<file path="config.mk">
export PLATFORM = sky130hd
export DESIGN_NAME = cache_refill_engine
export DESIGN_NICKNAME = d
export VERILOG_FILES = /design/src/rtl/cache_refill_engine.sv
export SDC_FILE = /design/constraint.sdc
export NUM_CORES = 2
export LEC_CHECK = 0
export ABC_AREA = 1
export ABC_CLOCK_PERIOD_IN_PS = 46200
export BUFFER_PORTS_ARGS = -buffer_cell sky130_fd_sc_hd__buf_2
export CAP_MARGIN = 20
export CORE_AREA = 5 5 465 467
export DETAILED_ROUTE_END_ITERATION = 6
export DIE_AREA = 0 0 470 472
export PLACE_DENSITY = 0.43
export SKIP_LAST_GASP = 1
export SYNTH_ARGS = -nofsm -noshare
export SYNTH_HDL_FRONTEND = slang
export SYNTH_SLANG_ARGS = --single-unit
</file>
<file path="constraint.sdc">
create_clock -name clk -period 46.2 [get_ports clk]
set_input_delay 2.31 -clock clk [delete_from_list [all_inputs] [get_ports clk]]
set_output_delay 2.31 -clock clk [all_outputs]
set_load 0.03 [all_outputs]
</file>
<file path="src/rtl/cache_refill_engine.sv">
// ---------------------------------------------------------------------------
// cache_refill_engine
//
// Miss-handling stage that sits behind the 4-way set-associative cache
// controller. A miss request carries the missing address plus the state of
// the victim way picked by the controller. A dirty victim is first written
// back to memory one bus word at a time. The missing line is then fetched one
// word at a time, and a single fill pulse hands the whole line back to the
// controller for installation.
//
// Ports
//   clk, rst           clock, asynchronous active-high reset
//   req_valid/ready    miss request handshake (ready == engine idle)
//   req_addr           missing byte address (offset bits ignored)
//   req_dirty          victim line is valid and dirty
//   req_victim_tag     tag of the victim line
//   req_victim_data    victim line, word k at [k*DATA_WIDTH +: DATA_WIDTH]
//   mem_req_*          word-wide memory request channel (we=1 write)
//   mem_rvalid/rdata   read return channel, in order, one read outstanding
//   fill_valid         one-cycle pulse: fill_tag/index/line are ready
//   fill_tag/index     identity of the filled line
//   fill_line          filled line, same word layout as req_victim_data
//   dbg_state          current FSM state (IDLE=0 WB=1 RD_REQ=2 RD_WAIT=3 FILL=4)
//
// Handshake rules: a transfer on either request channel happens on a rising
// edge where valid && ready are both high. While valid is high and ready is
// low, the payload (address, write enable, write data) is held unchanged, and
// valid is never withdrawn before the transfer completes. mem_rvalid has no
// back-pressure and is only honoured while a read is outstanding.
// ---------------------------------------------------------------------------
module cache_refill_engine #(
  parameter int ADDRESS_WIDTH   = 32,
  parameter int DATA_WIDTH      = 32,
  parameter int LINE_SIZE_BYTES = 64,
  parameter int TAG_BITS        = 18,
  parameter int INDEX_BITS      = 8,
  parameter int OFFSET_BITS     = 6
) (
  input  logic                            clk,
  input  logic                            rst,
  input  logic                            req_valid,
  output logic                            req_ready,
  input  logic [ADDRESS_WIDTH-1:0]        req_addr,
  input  logic                            req_dirty,
  input  logic [TAG_BITS-1:0]             req_victim_tag,
  input  logic [LINE_SIZE_BYTES*8-1:0]    req_victim_data,
  output logic                            mem_req_valid,
  input  logic                            mem_req_ready,
  output logic                            mem_req_we,
  output logic [ADDRESS_WIDTH-1:0]        mem_req_addr,
  output logic [DATA_WIDTH-1:0]           mem_req_wdata,
  input  logic                            mem_rvalid,
  input  logic [DATA_WIDTH-1:0]           mem_rdata,
  output logic                            fill_valid,
  output logic [TAG_BITS-1:0]             fill_tag,
  output logic [INDEX_BITS-1:0]           fill_index,
  output logic [LINE_SIZE_BYTES*8-1:0]    fill_line,
  output logic [2:0]                      dbg_state
);

  localparam int LINE_BITS  = LINE_SIZE_BYTES * 8;
  localparam int WORDS      = LINE_BITS / DATA_WIDTH;
  localparam int WORD_BYTES = DATA_WIDTH / 8;
  localparam int CNT_W      = (WORDS > 1) ? $clog2(WORDS) : 1;
  localparam logic [CNT_W-1:0] LAST_WORD = CNT_W'(WORDS - 1);

  typedef enum logic [2:0] {
    S_IDLE    = 3'd0,
    S_WB      = 3'd1,
    S_RD_REQ  = 3'd2,
    S_RD_WAIT = 3'd3,
    S_FILL    = 3'd4
  } state_t;

  state_t                   r_state;
  state_t                   w_state_nxt;
  logic [CNT_W-1:0]         r_cnt;
  logic [TAG_BITS-1:0]      r_tag;
  logic [INDEX_BITS-1:0]    r_index;
  logic [TAG_BITS-1:0]      r_vtag;
  logic [LINE_BITS-1:0]     r_vdata;
  logic [LINE_BITS-1:0]     r_fill_line;

  logic                     w_last;
  logic [ADDRESS_WIDTH-1:0] w_wb_base;
  logic [ADDRESS_WIDTH-1:0] w_rd_base;
  logic [ADDRESS_WIDTH-1:0] w_cnt_off;
  logic                     w_unused_offset;

  assign w_last    = (r_cnt == LAST_WORD);
  // Line bases are line-aligned, so adding the word offset never carries
  // into the index field.
  assign w_wb_base = {r_vtag, r_index, {OFFSET_BITS{1'b0}}};
  assign w_rd_base = {r_tag,  r_index, {OFFSET_BITS{1'b0}}};
  assign w_cnt_off = ADDRESS_WIDTH'(r_cnt) * ADDRESS_WIDTH'(WORD_BYTES);

  // Byte offset of the missing address does not matter: whole lines move.
  assign w_unused_offset = ^req_addr[OFFSET_BITS-1:0];

  // -------------------------------------------------------------------------
  // FSM: state register
  // -------------------------------------------------------------------------
  always_ff @(posedge clk or posedge rst) begin
    if (rst) begin
      r_state <= S_IDLE;
    end else begin
      r_state <= w_state_nxt;
    end
  end

  // -------------------------------------------------------------------------
  // FSM: next state
  // -------------------------------------------------------------------------
  always_comb begin
    w_state_nxt = r_state;
    case (r_state)
      S_IDLE:    if (req_valid)     w_state_nxt = req_dirty ? S_WB : S_RD_REQ;
      S_WB:      if (mem_req_ready && w_last) w_state_nxt = S_RD_REQ;
      S_RD_REQ:  if (mem_req_ready) w_state_nxt = S_RD_WAIT;
      S_RD_WAIT: if (mem_rvalid)    w_state_nxt = w_last ? S_FILL : S_RD_REQ;
      S_FILL:                       w_state_nxt = S_IDLE;
      default:                      w_state_nxt = S_IDLE;
    endcase
  end

  // -------------------------------------------------------------------------
  // FSM: outputs, decoded only from registered state, counter and latched
  // request data so they stay stable across a stalled handshake.
  // -------------------------------------------------------------------------
  always_comb begin
    req_ready     = 1'b0;
    mem_req_valid = 1'b0;
    mem_req_we    = 1'b0;
    mem_req_addr  = '0;
    mem_req_wdata = '0;
    fill_valid    = 1'b0;
    case (r_state)
      S_IDLE: begin
        req_ready = 1'b1;
      end
      S_WB: begin
        mem_req_valid = 1'b1;
        mem_req_we    = 1'b1;
        mem_req_addr  = w_wb_base + w_cnt_off;
        mem_req_wdata = r_vdata[r_cnt*DATA_WIDTH +: DATA_WIDTH];
      end
      S_RD_REQ: begin
        mem_req_valid = 1'b1;
        mem_req_addr  = w_rd_base + w_cnt_off;
      end
      S_FILL: begin
        fill_valid = 1'b1;
      end
      default: begin
      end
    endcase
  end

  // -------------------------------------------------------------------------
  // Datapath: request latch, word counter, fill line assembly
  // -------------------------------------------------------------------------
  always_ff @(posedge clk or posedge rst) begin
    if (rst) begin
      r_cnt       <= '0;
      r_tag       <= '0;
      r_index     <= '0;
      r_vtag      <= '0;
      r_vdata     <= '0;
      r_fill_line <= '0;
    end else begin
      case (r_state)
        S_IDLE: begin
          if (req_valid) begin
            r_cnt   <= '0;
            r_tag   <= req_addr[ADDRESS_WIDTH-1 -: TAG_BITS];
            r_index <= req_addr[OFFSET_BITS +: INDEX_BITS];
            r_vtag  <= req_victim_tag;
            r_vdata <= req_victim_data;
          end
        end
        S_WB: begin
          // The counter restarts at zero for the read phase after the last
          // writeback word.
          if (mem_req_ready) begin
            r_cnt <= w_last ? '0 : r_cnt + CNT_W'(1);
          end
        end
        S_RD_WAIT: begin
          // Read data is only captured here; returns seen in any other state
          // cannot belong to an outstanding read.
          if (mem_rvalid) begin
            r_fill_line[r_cnt*DATA_WIDTH +: DATA_WIDTH] <= mem_rdata;
            if (!w_last) begin
              r_cnt <= r_cnt + CNT_W'(1);
            end
          end
        end
        default: begin
        end
      endcase
    end
  end

  assign fill_tag   = r_tag;
  assign fill_index = r_index;
  assign fill_line  = r_fill_line;
  assign dbg_state  = r_state;

endmodule
</file>
# Yosys cells after proc, flatten, opt, wreduce, memory -nomap -nowiden
# Cells that the tools add are included.
# totals
ff_bits	1075
in_bits	600
output_inout_bits	609
elab_cells	53
# classes
add_sub_neg	4
eq_ne	11
shifts	3
muxes	20
reduce_logical	8
# ops
operator	count
512-bit bitwise mux	1
32-bit by 34-bit variable shift with 512-bit output, first input constant	1
32-bit by 34-bit variable part select with 512-bit output	1
512-bit by 10-bit variable part select with 32-bit output	1
32-bit by 6-bit adder with 32-bit output	2
32-bit one-hot mux with 2 select lines	1
9-bit negation with 34-bit output	1
32-bit 2-to-1 mux	1
4-bit 2-to-1 mux	5
3-bit 2-to-1 mux	5
2-bit inequality test, second input constant	6
3-bit one-hot mux with 4 select lines	1
4-bit one-hot mux with 3 select lines	1
3-bit by 2-bit equality test with 1-bit output, second input constant	2
5-bit AND reduction	1
4-bit by 1-bit adder with 4-bit output, second input constant	1
4-bit equality test, second input constant	1
1-bit 2-to-1 mux	4
2-bit AND reduction	2
4-bit AND reduction	1
3-bit by 1-bit equality test with 1-bit output, second input constant	1
3-bit equality test, second input constant	1
3-bit logical NOT	1
3-bit nonzero test	1
3 further kinds	3

# Logic depth before layout (Yosys ltp)
# depth
word_depth	4
depth_mapped	15
depth_no_buf	11

# Worst setup path before layout
# No wires, ideal clock.
# synth_timing
path_kind	register to output
from	register r_state[2] (netlist: dbg_state[2])
to	output port mem_req_addr[10]
arrival_ps	2026
t_required_ps	43890
path_slack_ps	41864
stages_incl_launch_ff	7
path_buffers	1
path_cell_list	dfrtp_1 -> nor2_1 -> nand2_1 -> nand2_1 -> inv_1 -> clkbuf_1 -> nor2_1
# synth_between
elab_chain_cells	2
elab_cells_between_ends	3
cone_classes	2 x eq/ne; 1 x mux
# synth_rtl
item	line	source
start: declaration	75	state_t r_state;
start signal: assignment	107	r_state <= w_state_nxt;
3-bit by 2-bit equality test with 1-bit output or 3-bit by 1-bit equality test with 1-bit output (tied branches)	137	case (r_state)
32-bit one-hot mux with 2 select lines *	137	
end: declaration	50	output logic [ADDRESS_WIDTH-1:0] mem_req_addr,
# Mark *: on every way between the ends. The rest lies on a longest branch, timed or not.

# Final worst setup path
# layout_timing
from	register r_cnt[0]
to	output port mem_req_wdata[28]
# layout_between
elab_chain_cells	2
# layout_rtl
item	line	source
start: declaration	77	logic [CNT_W-1:0] r_cnt;
start signal: assignment	185	r_cnt <= w_last ? '0 : r_cnt + CNT_W'(1);
start signal: assignment	194	r_cnt <= r_cnt + CNT_W'(1);
512-bit by 10-bit variable part select with 32-bit output	145	mem_req_wdata = r_vdata[r_cnt*DATA_WIDTH +: DATA_WIDTH];
32-bit 2-to-1 mux	137	
end: declaration	51	output logic [DATA_WIDTH-1:0] mem_req_wdata,
# No other way between the ends.

==> results by group <==
Run status
  – Outcome: finished, final reports clean

Critical path
  – Slowest CP cell: dfrtp_4
  – Largest fanout on the critical path: 179
  – Required time worst endpoint: 43.89 ns
  – CP cell instances: buf_4 -> buf_4 -> buf_12 -> o21ai_0 -> nand3_1 -> nand3_1 -> a21oi_1 -> buf_2
  – FF-to-FF setup slack: 40.17 ns
  – Crit path arrival time: just over 5 ns
  – R2R depth: 11
  – Crit Reg-Reg Endpoint: fill_line[99]
  – Startpoint Class: flip-flop
  – CP Class: reg -> out
  – Worst reg2reg path startpoint: r_cnt[0]
  – Setup crit end kind: primary output
  – Slowest cell delay on critical path: ~0.77 ns
  – CP startpoint: r_cnt[0]

Timing
  – F_max: 135 MHz
  – RSZ-0062 raised after global routing: no
  – Worst-margin pin slew: roughly 1.2 ns
  – Fin. Hold Viols: 0
  – Max-slew violations: 0
  – Endpoints failing setup: 0
  – Minimum clock period after layout: between 7 and 8 ns
  – Fin Setup TNS: 0 ns
  – Period utilisation layout: between 10% and 20%
  – Final Skew: between 0.02 and 0.03 ns
  – Slew HR: 21.9%

Detailed routing
  – Vias per cell: approximately 4.7
  – Initial DRC count: 3695
  – Router iterations before antenna repair: 5
  – WL/cell: 26.0 µm
  – Final ANT Viol Nets: 0
  – Total routed wirelength: between 200000 and 300000 µm
  – Via count: between 40000 and 50000
  – DRC viols: 0

Die
  – Io pins: between 1000 and 1500
  – Core area: around 0.21 mm²
  – DIE AREA: 0.222 mm²
  – Initial Util: 23.4%
  – Die width: around 470 µm
  – Die Y: between 400 and 500 µm
  – Row count: roughly 170

Cells and area
  – Final instance area: 0.0624 mm²
  – Area occupied by registers: ~0.027 mm²
  – Syn-to-layout area delta: 26.2%
  – Final nets: ~7400
  – FILL cells: about 23000
  – Share of layout cells above drive strength 1: 24.8%
  – Multi-input logic area: between 0.015 and 0.02 mm²

Yosys
  – Synth area leader: dfrtp_1
  – Top FF cell, synth: dfrtp_1
  – Post-Synthesis Cell Area: roughly 0.049 mm²
  – Share of flip-flops with an asynchronous set or reset after synthesis: 100%
  – Yosys top cell area share: about 54%
  – Post-synth EDFFs: 0
  – Mux contribution to synthesized area: under 10%
  – Post-synth cell types: 32
  – Leading post-synthesis cells by cell area: dfrtp_1 (54%), nand2_1 (8.3%), nand3_1 (6.9%), a21oi_1 (4.7%), inv_1 (4.0%)
  – Post-Synth XOR/XNOR Area: 0.0354%
  – Simple-gate share of the synthesized area: between 20% and 30%
  – #FFs+latches synth: between 1000 and 1500
  – Compound-Gate Fraction of Synth Area: approximately a tenth
  – Sequential area share after synthesis: 54.4%
  – Mean Syn Cell Area: about 8.5 µm²
  – Yosys warnings: 0
  – Post-synthesis adder-cell area fraction: less than 1%
  – Largest family of logic cells by synthesized area: simple AND/OR/NAND/NOR gates
  – Post-synthesis cell count: between 5000 and 6000

Clocking
  – Resize count post-CTS: 0
  – Num CTS Buffers: about 140
  – Skew-Pair Late Insertion Delay: 0.80 ns
  – # Post-CTS Setup Buffers: 0
  – Max Buffers Root-to-Sink: 3
  – CTS sink cnt: 1075
  – CTS tree: done
  – H-tree depth: 4
  – CTS Hold Buffers Added: 0
  – CTS root buf: clkbuf_16
  – Clk slew on worst S/H paths: about 0.060 ns

Worst hold path
  – Tightest Hold Check Type: reg -> reg
  – Worst Hold Path EP: fill_line[207]
  – Worst Hold Launch: fill_line[207]
  – Hold Path Depth: 2

Run
  – MaxCap Viol Count: 0

Global route
  – First-pass GRT wire length: about 350000 µm
  – Total track usage: between 20% and 30%
  – Vias in the first global route: 45400
  – Gr ovfl total: 0
  – Initial antenna violation count: around 140
  – Largest net degree at the start of global routing: 180

Power and ir drop
  – Pwr Density: 66.4 mW/mm²
  – Leakage: 31.5 nW
  – Peak supply drop: 0.0504 mV
  – Pwr Total: between 4 and 5 mW

Placed design
  – Post-Place Cell Area: ~0.058 mm²
  – DP Wirelength: 182000 µm
  – IO Port Bufs: between 1000 and 1500
  – GPL Wtd Cong: roughly 0.87
[Yosys cell counts (12+ instances only)]
master / count
a21oi_1: 462
a22o_1: 16
buf_1: 51
buf_2: 218
clkbuf_1: 193
dfrtp_1: 1075
inv_1: 532
inv_2: 12
mux2_2: 163
nand2_1: 1097
nand3_1: 681
nand4_1: 122
nor2_1: 452
nor3_1: 202
o211ai_1: 97
o21ai_0: 249
o21ai_1: 169
[routing by layer]
layer,track usage (%),share of wire (%),up-vias
met2,37.8,50,1685
li1,-,-,21200
met4,8.93,4.2,148
met5,0,0.37,-
met3,6.56,7.6,460
met1,25.7,38,22700
[where the power goes]
part | switching [mW] | internal (mW) | leakage [nW] | total [mW]
combinational | 1.32 | 0.419 | 16.1 | 1.74
sequential | 0.122 | 1.20 | 13.2 | 1.32
clock | 0.456 | 0.625 | 2.17 | 1.08
[sequential cells by signal, summed over array words and instances, names as in the netlist]
| register | flops |
|---|---|
| r_cnt | 4 |
| fill_index | 8 |
| r_vtag | 18 |
| r_vdata | 512 |
| fill_line | 512 |
| dbg_state | 3 |
| fill_tag | 18 |
[how the worst max path moves through the flow]
stage                        endpoint  cells after the start  slack, ns
CTS                 mem_req_wdata[28]                      8      38.54
finish              mem_req_wdata[28]                      8      38.80
global route        mem_req_wdata[28]                      8      38.45
floorplan                dbg_state[0]                      1      13.63
global placement         r_vdata[257]                      8      38.91
detailed placement       r_vdata[205]                      8      38.92
[cells by family after synthesis]
group	Yosys count
flip-flops	1075
adder cells (fa/ha/maj)	5
XOR/XNOR	2
other	1
buffers and inverters	1020
AO/OA/AOI/OAI	994
AND/OR/NAND/NOR	2577
multiplexers	163
[final cells by class]
cell class	instances	share of cell area [%]
clock inverter	39	0.822
multi-input combinational	3743	29.6
inverter	545	3.34
timing repair buffer	1291	10.9
clock buffer	197	6.28
antenna	60	0.241
sequential	1075	43.1
tap	2821	5.66
[worst max-delay path, delay by kind of cell, from the launching register on]
family,cells,cell delay (ns)
DFF,1,0.77
and+or+nand+nor,2,0.42
AOI/OAI and AO/OA,2,0.78
buffers and inverters,4,2.15
[placed cells by master, fill, tap and decap left out, drive strengths merged]
master / instances
a21oi: 462
bufinv: 6
o211ai: 97
nand4: 122
clkbuf: 197
nor3: 202
nand2: 1108
buf: 1291
xor2: 1
mux2: 163
clkinvlp: 1
ha: 5
a22o: 16
dfrtp: 1075
nand3: 681
diode: 60
o21ai: 418
nand3b: 1
a31oi: 1
nor2: 462
conb: 2
clkinv: 26
nor4: 1
xnor2: 1
inv: 551
[per-stage QoR]
stage	setup WS (ns)	utilization (%)	std cells	hold slack, ns
3_3_place_gp	38.91	27.3	9463	0.451
2_1_floorplan	13.63	-	5838	0.474
5_1_grt	38.45	29.5	9738	0.484
6_report	38.80	29.5	9771	0.465
3_5_place_dp	38.92	27.3	9469	0.453
4_1_cts	38.54	29.4	9705	0.468
Note: power is estimated with default switching activity, not from simulation.
